## src/rtl/wb_regfile_stage.sv

```systemverilog
// Y86-64 writeback stage: W pipeline register, register file with E/M write ports,
// bypassed decode read ports, sticky halt on exception status and retired-instruction counter.
module wb_regfile_stage #(
  parameter int DATA_W = 64,
  parameter int ADDR_W = 4,
  parameter int CNT_W  = 32
) (
  input  logic                            clk,
  input  logic                            rst_n,
  input  logic                            W_stall,
  input  logic                            W_bubble,
  input  logic [3:0]                      m_icode,
  input  logic [1:0]                      m_stat,
  input  logic [DATA_W-1:0]               m_valE,
  input  logic [DATA_W-1:0]               m_valM,
  input  logic [ADDR_W-1:0]               m_dstE,
  input  logic [ADDR_W-1:0]               m_dstM,
  input  logic [ADDR_W-1:0]               srcA,
  input  logic [ADDR_W-1:0]               srcB,
  output logic [DATA_W-1:0]               valA,
  output logic [DATA_W-1:0]               valB,
  output logic [1:0]                      w_stat,
  output logic                            halted,
  output logic [CNT_W-1:0]                retire_cnt,
  output logic [(2**ADDR_W-1)*DATA_W-1:0] reg_dump
);

  localparam int NREG = 2**ADDR_W - 1;
  localparam logic [ADDR_W-1:0] RNONE = '1;
  localparam logic [1:0] STAT_AOK = 2'b00;

  logic [3:0]        w_icode;
  logic [DATA_W-1:0] w_val_e;
  logic [DATA_W-1:0] w_val_m;
  logic [ADDR_W-1:0] w_dst_e;
  logic [ADDR_W-1:0] w_dst_m;
  logic [DATA_W-1:0] regs [NREG];
  logic              commit_ok;

  // A non-AOK status in W freezes the stage from that point on, W included,
  // so w_stat keeps reporting the exception that stopped the machine.
  assign commit_ok = !halted && (w_stat == STAT_AOK);

  always_ff @(posedge clk or negedge rst_n) begin
    if (!rst_n) begin
      w_icode <= 4'h0;
      w_stat  <= STAT_AOK;
      w_val_e <= '0;
      w_val_m <= '0;
      w_dst_e <= RNONE;
      w_dst_m <= RNONE;
    end else if (commit_ok && !W_stall) begin
      if (W_bubble) begin
        w_icode <= 4'h0;
        w_stat  <= STAT_AOK;
        w_val_e <= '0;
        w_val_m <= '0;
        w_dst_e <= RNONE;
        w_dst_m <= RNONE;
      end else begin
        w_icode <= m_icode;
        w_stat  <= m_stat;
        w_val_e <= m_valE;
        w_val_m <= m_valM;
        w_dst_e <= m_dstE;
        w_dst_m <= m_dstM;
      end
    end
  end

  // M port is written last so it wins when both ports target the same register.
  always_ff @(posedge clk or negedge rst_n) begin
    if (!rst_n) begin
      for (int i = 0; i < NREG; i++) regs[i] <= '0;
    end else if (commit_ok) begin
      if (w_dst_e != RNONE) regs[w_dst_e] <= w_val_e;
      if (w_dst_m != RNONE) regs[w_dst_m] <= w_val_m;
    end
  end

  always_ff @(posedge clk or negedge rst_n) begin
    if (!rst_n) begin
      halted     <= 1'b0;
      retire_cnt <= '0;
    end else begin
      if (!halted && (w_stat != STAT_AOK)) halted <= 1'b1;
      if (commit_ok && (w_icode != 4'h0) && !W_stall)
        retire_cnt <= retire_cnt + CNT_W'(1);
    end
  end

  function automatic logic [DATA_W-1:0] read_port(input logic [ADDR_W-1:0] src);
    logic [DATA_W-1:0] result;
    result = '0;
    if (src != RNONE) begin
      if (commit_ok && (w_dst_m == src))      result = w_val_m;
      else if (commit_ok && (w_dst_e == src)) result = w_val_e;
      else                                    result = regs[src];
    end
    return result;
  endfunction

  always_comb begin
    valA = read_port(srcA);
    valB = read_port(srcB);
  end

  for (genvar g = 0; g < NREG; g++) begin : g_dump
    assign reg_dump[g*DATA_W +: DATA_W] = regs[g];
  end

endmodule

```

## config.mk

```make
export PLATFORM = sky130hd
export DESIGN_NAME = wb_regfile_stage
export DESIGN_NICKNAME = d
export VERILOG_FILES = /design/src/rtl/wb_regfile_stage.sv
export SDC_FILE = /design/constraint.sdc
export NUM_CORES = 2
export LEC_CHECK = 0
export BUFFER_PORTS_ARGS = -buffer_cell sky130_fd_sc_hd__buf_2
export CAP_MARGIN = 15
export CORE_AREA = 5 5 496 498
export DETAILED_ROUTE_END_ITERATION = 16
export DIE_AREA = 0 0 501 503
export PLACE_DENSITY = 0.44
export SETUP_SLACK_MARGIN = 0.4
export SLEW_MARGIN = 15
export SYNTH_ARGS = -nofsm -noshare
export SYNTH_HDL_FRONTEND = slang
export SYNTH_SLANG_ARGS = --single-unit
export TNS_END_PERCENT = 1
```

## constraint.sdc

```tcl
create_clock -name clk -period 4.8 [get_ports clk]
set_input_delay 0.72 -clock clk [delete_from_list [all_inputs] [get_ports clk]]
set_output_delay 0.72 -clock clk [all_outputs]
set_load 0.05 [all_outputs]
```

==> results.json <==
{
  "skew_ns": 0.0497,
  "seq_area_frac_synth_pct": 42.3,
  "grt_util_all_layers_pct": 37.0,
  "synth_edf_count": 0,
  "synth_top_area_cell": "dfrtp_1",
  "io_pins": 1277,
  "cts_made_buffers": 147,
  "cts_sinks": 1135,
  "syn_to_final_growth_pct": 24.3,
  "slew_violations": 0,
  "drt-initial-drc-count": 10900,
  "relSlewSlack_pct": 15.6,
  "synth_seq_cells": 1135,
  "drcViolationCount": 0,
  "die_h_um": 503,
  "synth.avg_cell_area_um2": 9.23,
  "yosys_most_used_dff": "dfrtp_1",
  "finalCritPeriodShare_pct": 95.0,
  "critPathKind": "flop to output port",
  "gp_congestion": 0.917,
  "peakVddDrop_mv": 0.346,
  "dieArea_um2": 252000,
  "crit_arrival_ns": 3.84,
  "min_path_type": "primary input to flop",
  "syn-num-nets": 7441,
  "p_per_area_nw_per_um2": 556,
  "p_leak_nw": 38.4,
  "clkTransAtPathRegs_ns": 0.06,
  "synth_warnings": 0,
  "tritoncts": "done",
  "place_area_um2": 78500,
  "post_drt_wl_per_cell_um": 42.8,
  "met3_usage_pct": 12.6,
  "worst_setup_path_end_kind": "output port",
  "place_ws_ns": 0.355,
  "cts_root_buf": "clkbuf_16",
  "grt_max_degree": 199,
  "via_count": 74900,
  "grt_pass1_vias": 71500,
  "critPathMaxFanout": 12,
  "met1_usage_pct": 45.4,
  "fin_nets": 8229,
  "start_util_pct": 27.8,
  "grt_pass1_wl_um": 649000,
  "synth_cell_type_count": 51,
  "synth_area_leaders": "dfrtp_1 (42%), o22ai_1 (9.2%), mux4_2 (8.6%)",
  "timing.fmax_mhz": 219,
  "tns_ns": 0,
  "finalHoldViolCount": 0,
  "design.core.area_um2": 242000,
  "synth_top_area_share_pct": 41.9,
  "top_usage_layer": "met2",
  "viasPerCell": 6.57,
  "portBuffers": 1276,
  "finish.instance_area_um2": 83600,
  "worst_slack_ns": 0.238,
  "cts_buffer_depth": 3,
  "outcome": "finished, final reports clean",
  "min_period_ns": 4.56,
  "p_total_mw": 46.5,
  "required_ns": 4.08,
  "clock_latency_ns": 0.86,
  "finalWirelength_um": 488000,
  "synthCells": 7286,
  "drt_first_pass_iters": 7,
  "drv_cap": 0,
  "ant_nets": 0,
  "crit_path_start_kind": "flop",
  "netlist_area_um2": 67200,
  "worst_slew_pin_slew_ns": 1.27,
  "rsz0062_at_grt": "true",
  "layout-drive-gt1-share_pct": 26.4,
  "overflow": 0,
  "setup_viol": 0,
  "synthArstFlopShare_pct": 100,
  "dp_hpwl_um": 327000,
  "nFillCells": 24900,
  "antenna_found_initial": 27,
  "grt_use_met2_pct": 57.1,
  "h-tree-depth": 4,
  "rows": 181,
  "die_w_um": 501
}
logic make-up (layout without fill, tap and decap cells):
kind of cell / Yosys count / after routing / share of synthesized area (%)
flops: 1135 / 1135 / 42.3
compound gates: 2731 / 2731 / 25.7
mux: 641 / 641 / 14.3
simple gates: 1787 / 1787 / 11.6
xor+xnor: 47 / 47 / 0.612
buf+inv: 944 / 1847 / 5.50
fa+ha+maj: 1 / 1 / 0.0186
other cells: 0 / 10 / 0
registers in the layout (all words and copies together) (netlist names):
name,flops
halted,1
reg_dump,960
retire_cnt,32
w_dst_e,4
w_dst_m,4
w_icode,4
w_stat,2
w_val_e,64
w_val_m,64
area by class of cell:
type	instances	area, um^2	share of cell area (%)
clock buffer	215	4290	5.13
antenna	10	25.0	0.0299
tap	3202	4010	4.79
inverter	2	15.0	0.0180
timing repair buffer	1581	10400	12.4
multi-input combinational	5207	35800	42.8
sequential	1135	28400	34.0
clock inverter	49	616	0.737
report_power, final:
group	switching, mW	leakage, nW	internal [mW]	total, mW
sequential	3.85	15.1	11.4	15.2
clock	4.91	2.42	6.78	11.7
combinational	14.3	20.9	5.17	19.5
cell usage in the layout, fill, tap and decap left out, types with 15 or more instances in the layout:
cell,synthesis,final
a21oi_1,933,924
a22o_1,160,160
a32oi_1,39,39
and2_1,16,15
buf_12,0,120
buf_2,123,1214
buf_4,1,236
clkbuf_1,656,34
clkbuf_16,0,148
clkbuf_8,0,33
clkinv_2,0,22
dfrtp_1,1127,1127
mux2i_1,382,382
mux4_2,257,257
nand2_1,511,496
nand2b_1,56,46
nand3_1,33,21
nand3b_1,133,133
nand4_1,15,15
nor2_1,887,882
nor3_1,67,66
o21ai_0,159,138
o21ai_1,4,19
o221ai_1,126,126
o22ai_1,987,986
o2bb2ai_1,142,142
o31a_1,93,93
o31ai_1,33,33
o32ai_1,23,23
or3_1,35,34
xnor2_1,42,42
synth_stat cells (5+ instances only):
| library cell | n |
|---|---|
| xor2_1 | 5 |
| nand3_1 | 33 |
| o22a_1 | 6 |
| dfstp_2 | 8 |
| o32ai_1 | 23 |
| mux2i_1 | 382 |
| buf_2 | 123 |
| or2_2 | 5 |
| o31a_1 | 93 |
| a32oi_1 | 39 |
| clkbuf_1 | 656 |
| xnor2_1 | 42 |
| a22o_1 | 160 |
| o221ai_1 | 126 |
| o31ai_1 | 33 |
| nand2_1 | 511 |
| nor2_1 | 887 |
| and2_1 | 16 |
| o2bb2ai_1 | 142 |
| a211o_1 | 6 |
| a21oi_2 | 5 |
| dfrtp_1 | 1127 |
| mux4_2 | 257 |
| a21oi_1 | 933 |
| buf_1 | 162 |
| nand4_1 | 15 |
| nor3_1 | 67 |
| nand3b_1 | 133 |
| o21ai_0 | 159 |
| or3_1 | 35 |
| and4_1 | 6 |
| o22ai_1 | 987 |
| nor2b_1 | 10 |
| nand2b_1 | 56 |
routing by layer:
metal | vias to the layer above | part of all wire [%] | wire length [um]
li1 | 29000 | - | -
met1 | 38300 | 37 | 180000
met2 | 6222 | 44 | 216000
met3 | 1369 | 12 | 59700
met4 | 4 | 6.7 | 32700
met5 | - | 0.0055 | 27
worst paths after layout:
check,startpoint,end,slack (ns),depth (start not counted)
max,w_dst_e[1],valA[14],0.24,9
min,m_valE[47],w_val_e[47],0.09,3
max reg2reg,w_stat[1],reg_dump[406],0.83,6
min reg2reg,w_val_e[10],w_val_e[10],0.48,2
max in group asynchronous,rst_n,reg_dump[153],2.64,3
min in group asynchronous,rst_n,reg_dump[503],0.57,2
per-stage QoR:
stage / util, % / cells / hold WS (ns)
floorplan: - / 7286 / 0.424
global placement: 32.5 / 11100 / 0.460
detailed placement: 32.5 / 11100 / 0.475
CTS: 34.6 / 11400 / 0.0289
global route: 34.6 / 11400 / 0.0639
finish: 34.6 / 11400 / 0.0937
worst max-delay path, cell delays in order, from the launching register on:
cell and delay (ns):
dfstp_2 0.75, xnor2_1 0.14, nand4_1 0.16, buf_4 0.30, or2_4 0.28, buf_4 0.31, buf_4 0.24, nor2_1 0.05
o21ai_0 0.40, buf_2 0.36
what timing repair did:
action / in CTS / in global routing
setup buffers: 5 / 0
endpoints found under the hold margin: 13 / 0
resized for setup: 26 / 5
pin swaps: 2 / 0
hold buffers: 1 / 0
setup endpoints to repair: 112 / 87
Power figures use the tool's default switching activity.
